--- src/rtl/mag_pulse_emulator.sv ---
// ---------------------------------------------------------------------------
// mag_pulse_emulator
//
// Transmit side of the once-per-revolution magnet (MAG2) index interface.
// Produces a programmable periodic index pulse that looks to the LED block
// exactly like the real magnetic sensor output, so the display can be spun
// up on the bench without the motor.
//
// Ports
//   CLK_10M     in   1         system clock
//   nReset      in   1         synchronous reset, active-low
//   enable      in   1         run a continuous pulse train
//   singleShot  in   1         one-cycle request: emit one pulse when idle
//   periodIn    in   PERIOD_W  requested period in clocks
//   periodLoad  in   1         one-cycle strobe: capture periodIn
//   periodAck   out  1         one-cycle: period accepted into the shadow
//   periodErr   out  1         one-cycle: period rejected (below MIN_PERIOD)
//   mag         out  1         emulated index pulse, registered, active-high
//   busy        out  1         high while in the PULSE or GAP state
//   revCount    out  16        pulses emitted, wraps 0xFFFF -> 0
// ---------------------------------------------------------------------------
`timescale 1ns/1ps

module mag_pulse_emulator #(
   parameter int CLK_FREQ       = 10_000_000,
   parameter int GLB_FPS        = 15,
   parameter int DEFAULT_PERIOD = CLK_FREQ / GLB_FPS,
   parameter int PULSE_CYCLES   = 100,
   parameter int MIN_PERIOD     = 1_000,
   parameter int PERIOD_W       = 24
) (
   input  logic                CLK_10M,
   input  logic                nReset,
   input  logic                enable,
   input  logic                singleShot,
   input  logic [PERIOD_W-1:0] periodIn,
   input  logic                periodLoad,
   output logic                periodAck,
   output logic                periodErr,
   output logic                mag,
   output logic                busy,
   output logic [15:0]         revCount
);

   localparam logic [PERIOD_W-1:0] DEF_PERIOD = PERIOD_W'(DEFAULT_PERIOD);
   localparam logic [PERIOD_W-1:0] PULSE_LEN  = PERIOD_W'(PULSE_CYCLES);
   localparam logic [PERIOD_W-1:0] MIN_P      = PERIOD_W'(MIN_PERIOD);
   localparam logic [PERIOD_W-1:0] CNT_ONE    = PERIOD_W'(1);

   typedef enum logic [1:0] {
      ST_IDLE  = 2'd0,
      ST_PULSE = 2'd1,
      ST_GAP   = 2'd2
   } state_t;

   state_t                state_q,   state_d;
   logic [PERIOD_W-1:0]   cnt_q,     cnt_d;
   logic                  mag_q,     mag_d;
   logic [15:0]           rev_q,     rev_d;
   logic [PERIOD_W-1:0]   active_q,  active_d;
   logic [PERIOD_W-1:0]   shadow_q,  shadow_d;
   logic                  oneshot_q, oneshot_d;
   logic                  ack_q,     ack_d;
   logic                  err_q,     err_d;

   logic                  start;
   logic                  load_ok;

   // ------------------------------------------------------------------------
   // Next-state / output logic
   // ------------------------------------------------------------------------
   always_comb begin
      state_d   = state_q;
      cnt_d     = cnt_q;
      mag_d     = 1'b0;
      rev_d     = rev_q;
      active_d  = active_q;
      oneshot_d = oneshot_q;
      start     = 1'b0;

      case (state_q)
         ST_IDLE: begin
            if (enable || singleShot) begin
               start     = 1'b1;
               // A request with enable high is a continuous run, not a one-shot.
               oneshot_d = !enable;
            end
         end

         ST_PULSE: begin
            if (cnt_q == PULSE_LEN) begin
               // Pulse has had its full width; mag drops on this edge.
               mag_d = 1'b0;
               if (enable || oneshot_q) begin
                  state_d = ST_GAP;
                  cnt_d   = cnt_q + CNT_ONE;
               end else begin
                  state_d = ST_IDLE;
                  cnt_d   = '0;
               end
            end else begin
               mag_d = 1'b1;
               cnt_d = cnt_q + CNT_ONE;
            end
         end

         ST_GAP: begin
            if (!enable && !oneshot_q) begin
               // Continuous run stopped mid-gap: nothing left to finish.
               state_d = ST_IDLE;
               cnt_d   = '0;
            end else if (cnt_q == active_q) begin
               if (enable && !oneshot_q) begin
                  start = 1'b1;
               end else begin
                  state_d = ST_IDLE;
                  cnt_d   = '0;
               end
            end else begin
               cnt_d = cnt_q + CNT_ONE;
            end
         end

         default: begin
            state_d = ST_IDLE;
            cnt_d   = '0;
         end
      endcase

      // Common pulse-start action for IDLE->PULSE and GAP->PULSE. The shadow
      // period is only adopted here, so a running period is never altered.
      if (start) begin
         state_d  = ST_PULSE;
         cnt_d    = CNT_ONE;
         mag_d    = 1'b1;
         rev_d    = rev_q + 16'd1;
         active_d = shadow_q;
      end
   end

   // ------------------------------------------------------------------------
   // Period load: validate and stage into the shadow register
   // ------------------------------------------------------------------------
   always_comb begin
      load_ok  = periodLoad && (periodIn >= MIN_P);
      shadow_d = shadow_q;
      ack_d    = 1'b0;
      err_d    = 1'b0;
      if (periodLoad) begin
         if (load_ok) begin
            shadow_d = periodIn;
            ack_d    = 1'b1;
         end else begin
            err_d    = 1'b1;
         end
      end
   end

   // ------------------------------------------------------------------------
   // State registers
   // ------------------------------------------------------------------------
   always_ff @(posedge CLK_10M) begin
      if (!nReset) begin
         state_q   <= ST_IDLE;
         cnt_q     <= '0;
         mag_q     <= 1'b0;
         rev_q     <= 16'd0;
         active_q  <= DEF_PERIOD;
         shadow_q  <= DEF_PERIOD;
         oneshot_q <= 1'b0;
         ack_q     <= 1'b0;
         err_q     <= 1'b0;
      end else begin
         state_q   <= state_d;
         cnt_q     <= cnt_d;
         mag_q     <= mag_d;
         rev_q     <= rev_d;
         active_q  <= active_d;
         shadow_q  <= shadow_d;
         oneshot_q <= oneshot_d;
         ack_q     <= ack_d;
         err_q     <= err_d;
      end
   end

   assign mag       = mag_q;
   assign busy      = (state_q != ST_IDLE);
   assign revCount  = rev_q;
   assign periodAck = ack_q;
   assign periodErr = err_q;

endmodule
--- config.mk ---
export PLATFORM = sky130hd
export DESIGN_NAME = mag_pulse_emulator
export DESIGN_NICKNAME = d
export VERILOG_FILES = /design/src/rtl/mag_pulse_emulator.sv
export SDC_FILE = /design/constraint.sdc
export NUM_CORES = 1
export LEC_CHECK = 0
export BUFFER_PORTS_ARGS = -buffer_cell sky130_fd_sc_hd__buf_2
export CAP_MARGIN = 20
export CORE_MARGIN = 2
export CORE_UTILIZATION = 55
export DETAILED_ROUTE_END_ITERATION = 16
export PLACE_DENSITY = 0.76
export SYNTH_ARGS = -nofsm -noshare
export SYNTH_HDL_FRONTEND = slang
export SYNTH_SLANG_ARGS = --single-unit
export TNS_END_PERCENT = 1
--- constraint.sdc ---
create_clock -name CLK_10M -period 2.5 [get_ports CLK_10M]
set_input_delay 0.5 -clock CLK_10M [delete_from_list [all_inputs] [get_ports CLK_10M]]
set_output_delay 0.5 -clock CLK_10M [all_outputs]
set_load 0.1 [all_outputs]
## Word level (Yosys, flattened, before mapping)

Cells that the tools add are included.

| storage, ports and cells | value |
|---|---|
| flip-flop bits (word level) | 94 |
| bits in latches | 0 |
| RAM bits | 0 |
| memory bits (read-only) | 0 |
| input port bits | 29 |
| output and inout bits | 20 |
| logic and storage cells | 70 |
| memories kept | 0 |

| cells by class | value |
|---|---|
| $add $sub $neg | 2 |
| multipliers | 0 |
| divide/modulo/power cells | 0 |
| order comparisons | 1 |
| eq/ne operators | 13 |
| shift-type cells | 0 |
| mux-type cells | 24 |
| bitwise gates (word level) | 2 |
| reduce and logical (&&, ||, !) cells | 17 |

Operator list:

| kind | number |
|---|---|
| $mux 24 | 5 |
| $pmux 24 s3 | 1 |
| $add 24x1->24 const B | 1 |
| $eq 24x24->1 | 1 |
| $eq 24x7->1 const B | 1 |
| $ge 24x10->1 const B | 1 |
| $add 16x1->16 const B | 1 |
| $ne 4x4->1 const B | 3 |
| $mux 1 | 11 |
| $mux 2 | 5 |
| $reduce_and 2->1 | 5 |
| $ne 3x3->1 const B | 3 |
| $reduce_and 4->1 | 2 |
| $pmux 2 s3 | 1 |
| $ne 5x5->1 const B | 1 |
| $ne 2x2->1 const B | 2 |
| $logic_and 1x1->1 | 3 |
| $eq 2x1->1 const B | 1 |
| $eq 2x2->1 const B | 1 |
| $logic_not 1->1 | 2 |
| $logic_not 2->1 | 1 |
| $logic_or 1x1->1 | 2 |
| $not 1->1 | 2 |
| $pmux 1 s2 | 1 |
| 2 further kinds | 2 |

## Depth between registers and ports, before layout

Gate-level depths: netlist of the first run.

| depth | value |
|---|---|
| word-level depth | 8 |
| depth in mapped cells | 10 |
| mapped depth without buffers | 8 |

## Worst setup path before layout of the first run

OpenSTA, ideal clock, no wires.

| timing | value |
|---|---|
| path type | flip-flop to flip-flop |
| start point | register state_q[0] |
| end point | register rev_q[11], in the netlist revCount[11] |
| library setup time | 0.070 ns |
| arrival | 2.571 ns |
| data required time | 2.430 ns |
| setup slack | -0.142 ns |
| cell stages (with the launch flop) | 11 |
| path buffers | 3 |
| clock period less this slack | 2.642 ns |
| cells stage by stage | dfxtp_1 > inv_1 > ha_1 > clkbuf_1 > inv_1 > nor2_1 > a31oi_4 > buf_2 > clkbuf_1 > o21ai_0 > a21oi_1 |

| on the way | value |
|---|---|
| cells in the longest elaborated chain, start to end | 2 |
| elaborated cells between the ends (all ways) | 3 |
| classes of those cells | eq/ne: 1; mux: 1; reduce/logical: 1 |

RTL lines:

| item | RTL line | text |
|---|---|---|
| start: declaration | 56 | `state_t state_q, state_d;` |
| start signal: assignment | 174 | `state_q <= state_d;` |
| $eq 2x2->1 / $logic_not 2->1 (equally long branches) | 81 | `case (state_q)` |
| $pmux 1 s2 * | 81 |  |
| end signal: assignment | 177 | `rev_q <= rev_d;` |
| end: declaration | 59 | `logic [15:0] rev_q, rev_d;` |

Every way passes the cells marked *; elsewhere a longest branch is shown, timed or not.
A chain may end at the register's enable or synchronous reset.

## Worst setup path in the final report of the first run

| timing | value |
|---|---|
| start point | register cnt_q[6] |
| end point | register rev_q[15], in the netlist revCount[15] |

| on the way | value |
|---|---|
| cells in the longest elaborated chain, start to end | 4 |

RTL lines:

| item | RTL line | text |
|---|---|---|
| start: declaration | 57 | `logic [PERIOD_W-1:0] cnt_q, cnt_d;` |
| start signal: assignment | 175 | `cnt_q <= cnt_d;` |
| $eq 24x24->1 | 112 | `end else if (cnt_q == active_q) begin` |
| $mux 1 | 112 |  |
| $mux 1 | 108 | `if (!enable && !oneshot_q) begin` |
| $pmux 1 s2 | 81 |  |

No other way between the ends.

==> impl_metrics.yaml, run 1 <==
final_layout:
  layout-drive-gt1-share: 0.170
  nets: 590
  nFillCells: 668
  seq_area_um2: 1880
  finalNonFillerCells: 662
  layout_common_cells: "93 x dfxtp_1, 74 x nand2_1, 58 x a21oi_1"
  final_common_cell: "dfxtp_1"
  fin_area_um2: 5000
  syn_to_final_growth_pct: 11.8
  insertedDiodeCount: 0
  multiInputGateArea_um2: 2350
global_routing:
  overflow: 0
  grtUsageTotal: 0.249
  first_global_vias: 3653
  grt_pass1_wl_mm: 17.6
  grt_max_degree: 43
  antenna_found_initial: 0
sta:
  relSlewSlack: 0.556
  slew_viol_final: 0
  finClkSkew_ns: 0.0168
  fmax_mhz: 422
  finalSetupViolCount: 0
  worst_pin_slew_ns: 0.660
  period_needed_ns: 2.37
  holdWs_ns: 0.355
  final.period_utilization: 0.948
  hold_viol_final: 0
synthesis:
  synth_nets: 555
  ys_seq_area_frac: 0.421
  netlist.area_leader.share: 0.421
  synth_area_leaders: "dfxtp_1 42%, a21oi_1 6.5%, nand2_1 6.2%"
  ys_types: 48
  synth_edf_count: 0
  syn_area_um2: 4470
  yosys_warnings: 0
  synth_cells: 520
  postSynth.asyncResetShare: 0
  synth_top_area_cell: "dfxtp_1"
  ys_seq_elements: 94
  synth-main-ff-cell: "dfxtp_1"
  avgSynthCellArea_um2: 8.59
setup_path:
  path_buf_inv: 1
  endpoint: "revCount[15]"
  crit_family: "simple AND/OR/NAND/NOR gates"
  worst_r2r_path_depth: 7
  r2r_end: "revCount[15]"
  crit_required_ns: 2.80
  cpMaxStageDelayCell: "dfxtp_1"
  crit_path_end_kind: "flip-flop"
  cp-start-kind: "flip-flop"
  path_max_fanout: 25
  worst_r2r_startpoint: "cnt_q[6]"
  worstSetupStartpoint: "cnt_q[6]"
  slowest_delay_ns: 0.52
  worstSetupPathType: "reg2reg"
  path_cells: "xnor2_1 > nand4_1 > nor4_4 > a31oi_4 > buf_4 > nor4_2 > mux2i_1"
  rrSetupSlack_ns: 0.13
  arrival_ns: 2.67
  path_depth: 7
pwr:
  leakage_nw: 1.83
  power.density_nw_per_um2: 630
  ir_drop_mv: 0.358
  power_mw: 3.15
routing:
  drt_wl_total_mm: 10.3
  drtPass1Iterations: 5
  dr_total_vias: 3923
  vias_per_cell: 5.93
  drt_iter0_markers: 251
  ant_nets: 0
  wl_per_cell_um: 15.6
  drc: 0
placed_design:
  dpl_cell_area_um2: 4780
  gp_congestion: 0.981
  hpwl_mm: 7.36
  port_buffers: 48
  dp.cells: 646
clock_tree:
  clock_path_buffers: 2
  path_clk_slew_ns: 0.10
  clock-sinks: 94
  cts_tree: "built"
  numCtsBuffers: 9
  insertion_delay_ns: 0.38
  clockRootBuffer: "clkbuf_8"
  h-tree-depth: 3
  postCtsSetupRepairBufs: 0
floorplanning:
  floorplan.core_area_um2: 7810
  die_width_um: 94.1
  core.rowCount: 32
  ios: 49
  initial_utilization: 0.572
  die_y_um: 94.1
  die_area_um2: 8860
min_path:
  hp-class: "in2reg"
run_status:
  status: "completed"
job:
  drv_cap: 0
## cell usage after synthesis, drive strengths merged, types with 2 or more instances
master,number
buf,21
or2,2
or3,9
nor2,29
nand3,22
ha,6
xnor2,18
a31oi,3
clkbuf,18
nor3b,2
a21oi,58
o21ai,12
nand4,20
or4,28
nor3,2
nor4,11
xor2,8
mux2i,25
a31o,2
o31ai,27
dfxtp,94
nand2,74
inv,14
## worst register-to-register path, stage by stage (launching register included)
cell	delay, ns
dfxtp_1	0.52
xnor2_1	0.16
nand4_1	0.17
nor4_4	0.38
a31oi_4	0.29
buf_4	0.26
nor4_2	0.29
mux2i_1	0.24
## report_power, final
| group | internal [mW] | leakage, nW | switching [mW] | total, mW |
|---|---|---|---|---|
| Combinational | 0.159 | 0.961 | 0.322 | 0.481 |
| Clock | 0.474 | 0.0982 | 0.574 | 1.05 |
| Sequential | 1.56 | 0.768 | 0.0553 | 1.62 |
## routing by layer
layer,part of all wire,track usage,vias to the layer above
met5,0,0,-
met1,0.45,0.325,1869
li1,-,-,1951
met3,0.040,0.0393,14
met4,0.017,0.0894,0
met2,0.50,0.418,89
## timing repair
action / CTS / global route
hold buffers: 0 / 0
endpoints found under the setup margin: 0 / 13
gates resized for setup: 0 / 3
endpoints found under the hold margin: 0 / 0
## logic make-up (layout without fill, tap and decap cells)
group	after synthesis	count (layout)	synth area share
XOR/XNOR	26	26	0.0510
adder cells (fa/ha/maj)	6	6	0.0168
flip-flops	94	94	0.421
AND/OR/NAND/NOR	205	205	0.246
multiplexers	25	25	0.0560
buffers and inverters	53	93	0.0563
AO/OA/AOI/OAI	111	111	0.153
## stage by stage
step / TNS [ns] / setup slack (ns) / utilization
after floorplan: -0.0774 / -0.0433 / -
after CTS: 0 / 0.104 / 0.638
after detailed placement: 0 / 0.135 / 0.613
final: 0 / 0.129 / 0.640
after global routing: -0.00130 / -0.00130 / 0.640
after global placement: 0 / 0.214 / 0.613
## flip-flops by register name, indices dropped and copies added, names as in the netlist
| signal | count |
|---|---|
| active_q | 24 |
| cnt_q | 24 |
| mag | 1 |
| oneshot_q | 1 |
| periodAck | 1 |
| periodErr | 1 |
| revCount | 16 |
| shadow_q | 24 |
| state_q | 2 |
## area by class of cell
class / count / area share
Sequential cell: 94 / 0.377
Inverter: 14 / 0.0113
Multi-Input combinational cell: 373 / 0.470
Timing Repair Buffer: 63 / 0.0756
Tap cell: 102 / 0.0255
Clock inverter: 7 / 0.0158
Clock buffer: 9 / 0.0248
## how the worst min path moves through the flow
stage	startpoint	end	slack (ns)	cells past startpoint
6_report	periodIn[1]	shadow_q[1]	0.35	3
5_1_grt	periodIn[1]	shadow_q[1]	0.35	3
4_1_cts	periodIn[3]	shadow_q[3]	0.35	3
3_5_place_dp	shadow_q[21]	active_q[21]	0.45	2
3_3_place_gp	shadow_q[18]	active_q[18]	0.44	2
2_1_floorplan	shadow_q[0]	active_q[0]	0.43	2
Power figures use the tool's default switching activity.
==> inputs of run 2 (changes only) <==
Clock period 2.5 ns to 2.3 ns, I/O delays scaled along.
==> impl_metrics.yaml, run 2 (synthesis gave the netlist of run 1 again) <==
pwr:
  leakage_nw: 1.96
  power.density_nw_per_um2: 645
  ir_drop_mv: 0.338
final_layout:
  seq_area_um2: 1910
  nets: 615
  layout_common_cells: "78 x dfxtp_1, 74 x nand2_1, 57 x a21oi_1"
  fin_area_um2: 5240
  reg_top3: "active_q (24), cnt_q (24), shadow_q (24)"
  nFillCells: 646
  syn_to_final_growth_pct: 17.3
  insertedDiodeCount: 0
  layout-drive-gt1-share: 0.238
  multiInputGateArea_um2: 2400
  final_common_cell: "dfxtp_1"
  finalNonFillerCells: 687
min_path:
  hp-class: "in2reg"
  holdPathEnd: "shadow_q[1]"
  whs_path_depth: 3
  hold_start: "periodIn[1]"
floorplanning:
  die_width_um: 94.1
  core.rowCount: 32
  die_y_um: 94.1
  initial_utilization: 0.572
  die_area_um2: 8860
  ios: 49
  floorplan.core_area_um2: 7810
clock_tree:
  cts_tree: "built"
  h-tree-depth: 3
  insertion_delay_ns: 0.37
  path_clk_slew_ns: 0.10
  clockRootBuffer: "clkbuf_8"
  clock-sinks: 94
  numCtsBuffers: 9
  clock_path_buffers: 2
routing:
  drc: 0
  dr_total_vias: 4161
  wl_per_cell_um: 16.4
  drtPass1Iterations: 5
  ant_nets: 0
  drt_wl_total_mm: 11.3
  drt_iter0_markers: 314
  vias_per_cell: 6.06
setup_path:
  worst_r2r_path_depth: 9
  worstSetupPathType: "reg2reg"
  worst_r2r_startpoint: "cnt_q[22]"
  path_max_fanout: 42
  crit_path_end_kind: "flip-flop"
  r2r_end: "cnt_q[6]"
  cp-start-kind: "flip-flop"
  arrival_ns: 2.51
  rrSetupSlack_ns: 0.09
  crit_required_ns: 2.60
placed_design:
  port_buffers: 48
  hpwl_mm: 7.80
  dpl_cell_area_um2: 4950
  dp.cells: 667
  gp_congestion: 0.890
sta:
  slew_viol_final: 0
  fmax_mhz: 452
  fin_tns_setup_ns: 0
  relSlewSlack: 0.661
  final.period_utilization: 0.962
  hold_viol_final: 0
  worst_pin_slew_ns: 0.507
  finalSetupViolCount: 0
  finClkSkew_ns: 0.0129
  rsz0062_at_grt: "true"
  period_needed_ns: 2.21
  holdWs_ns: 0.302
run_status:
  status: "completed"
global_routing:
  grtUsageTotal: 0.261
  overflow: 0
  grt_max_degree: 43
  grt_pass1_wl_mm: 18.3
  antenna_found_initial: 0
  first_global_vias: 3847
job:
  drv_cap: 0
-- run 2: cell types whose count changed in the layout (fill, tap and decap cells not counted), moves of 2 or more --
cell      before  now
buf_4         13   36
a31oi_2        0    3
dfxtp_2        1   13
dfxtp_1       93   78
clkinv_4       0    2
dfxtp_4        0    3
a31oi_1        2    0
-- run 2: worst max path at each step --
| stage | startpoint | endpoint | slack (ns) |
|---|---|---|---|
| final | cnt_q[22] | cnt_q[6] | 0.09 |
| after global routing | cnt_q[10] | cnt_q[12] | -0.01 |
| after CTS | cnt_q[5] | cnt_q[6] | 0.03 |
| after detailed placement | cnt_q[9] | revCount[15] | -0.04 |
| after global placement | cnt_q[9] | revCount[15] | 0.04 |
| after floorplan | revCount[7] | revCount[14] | -0.01 |
-- run 2: power breakdown --
part	internal [mW]	total, mW	leakage [nW]	switching [mW]
Combinational	0.192	0.563	1.10	0.371
Clock	0.415	1.06	0.0899	0.645
Sequential	1.70	1.76	0.776	0.0598
-- run 2: area by class of cell --
cell class,count,share of cell area
clock inverters,7,0.0122
repair buffers,87,0.107
multi-input cells,374,0.457
well taps,102,0.0244
inverters,14,0.0107
flip-flops and latches,94,0.364
clock buffers,9,0.0236
-- run 2: metal layers --
layer / share of wire / track usage / wire length (um) / vias to the layer above
met5: 0 / 0 / 0 / -
met4: 0.025 / 0.0930 / 280 / 0
met3: 0.056 / 0.0482 / 636 / 27
met2: 0.50 / 0.455 / 5610 / 140
met1: 0.42 / 0.321 / 4760 / 1988
li1: - / - / - / 2006
-- run 2: critical path: stages (launching register included) --
cell and delay (ns):
dfxtp_2 0.39, xor2_2 0.17, nor4_1 0.06, buf_4 0.14, and2_4 0.17, buf_4 0.15
a31o_2 0.22, buf_12 0.17, or4_1 0.50, a21oi_1 0.17
-- run 2: through the flow --
stage                util  power (mW)  setup WS [ns]
CTS                 0.662        3.37         0.0254
floorplan               -        2.18        -0.0124
global route        0.671        3.50        -0.0112
finish              0.671        3.38         0.0864
detailed placement  0.634        2.34        -0.0441
global placement    0.634        2.32         0.0395
-- run 2: timing repair --
item                                   CTS  global route
hold buffers                             0             0
resized for setup                        4            19
pin swaps                                2             9
buffers inserted                         1             2
gates cloned                             1             0
setup endpoints to repair                2            54
endpoints found under the hold margin    0             0
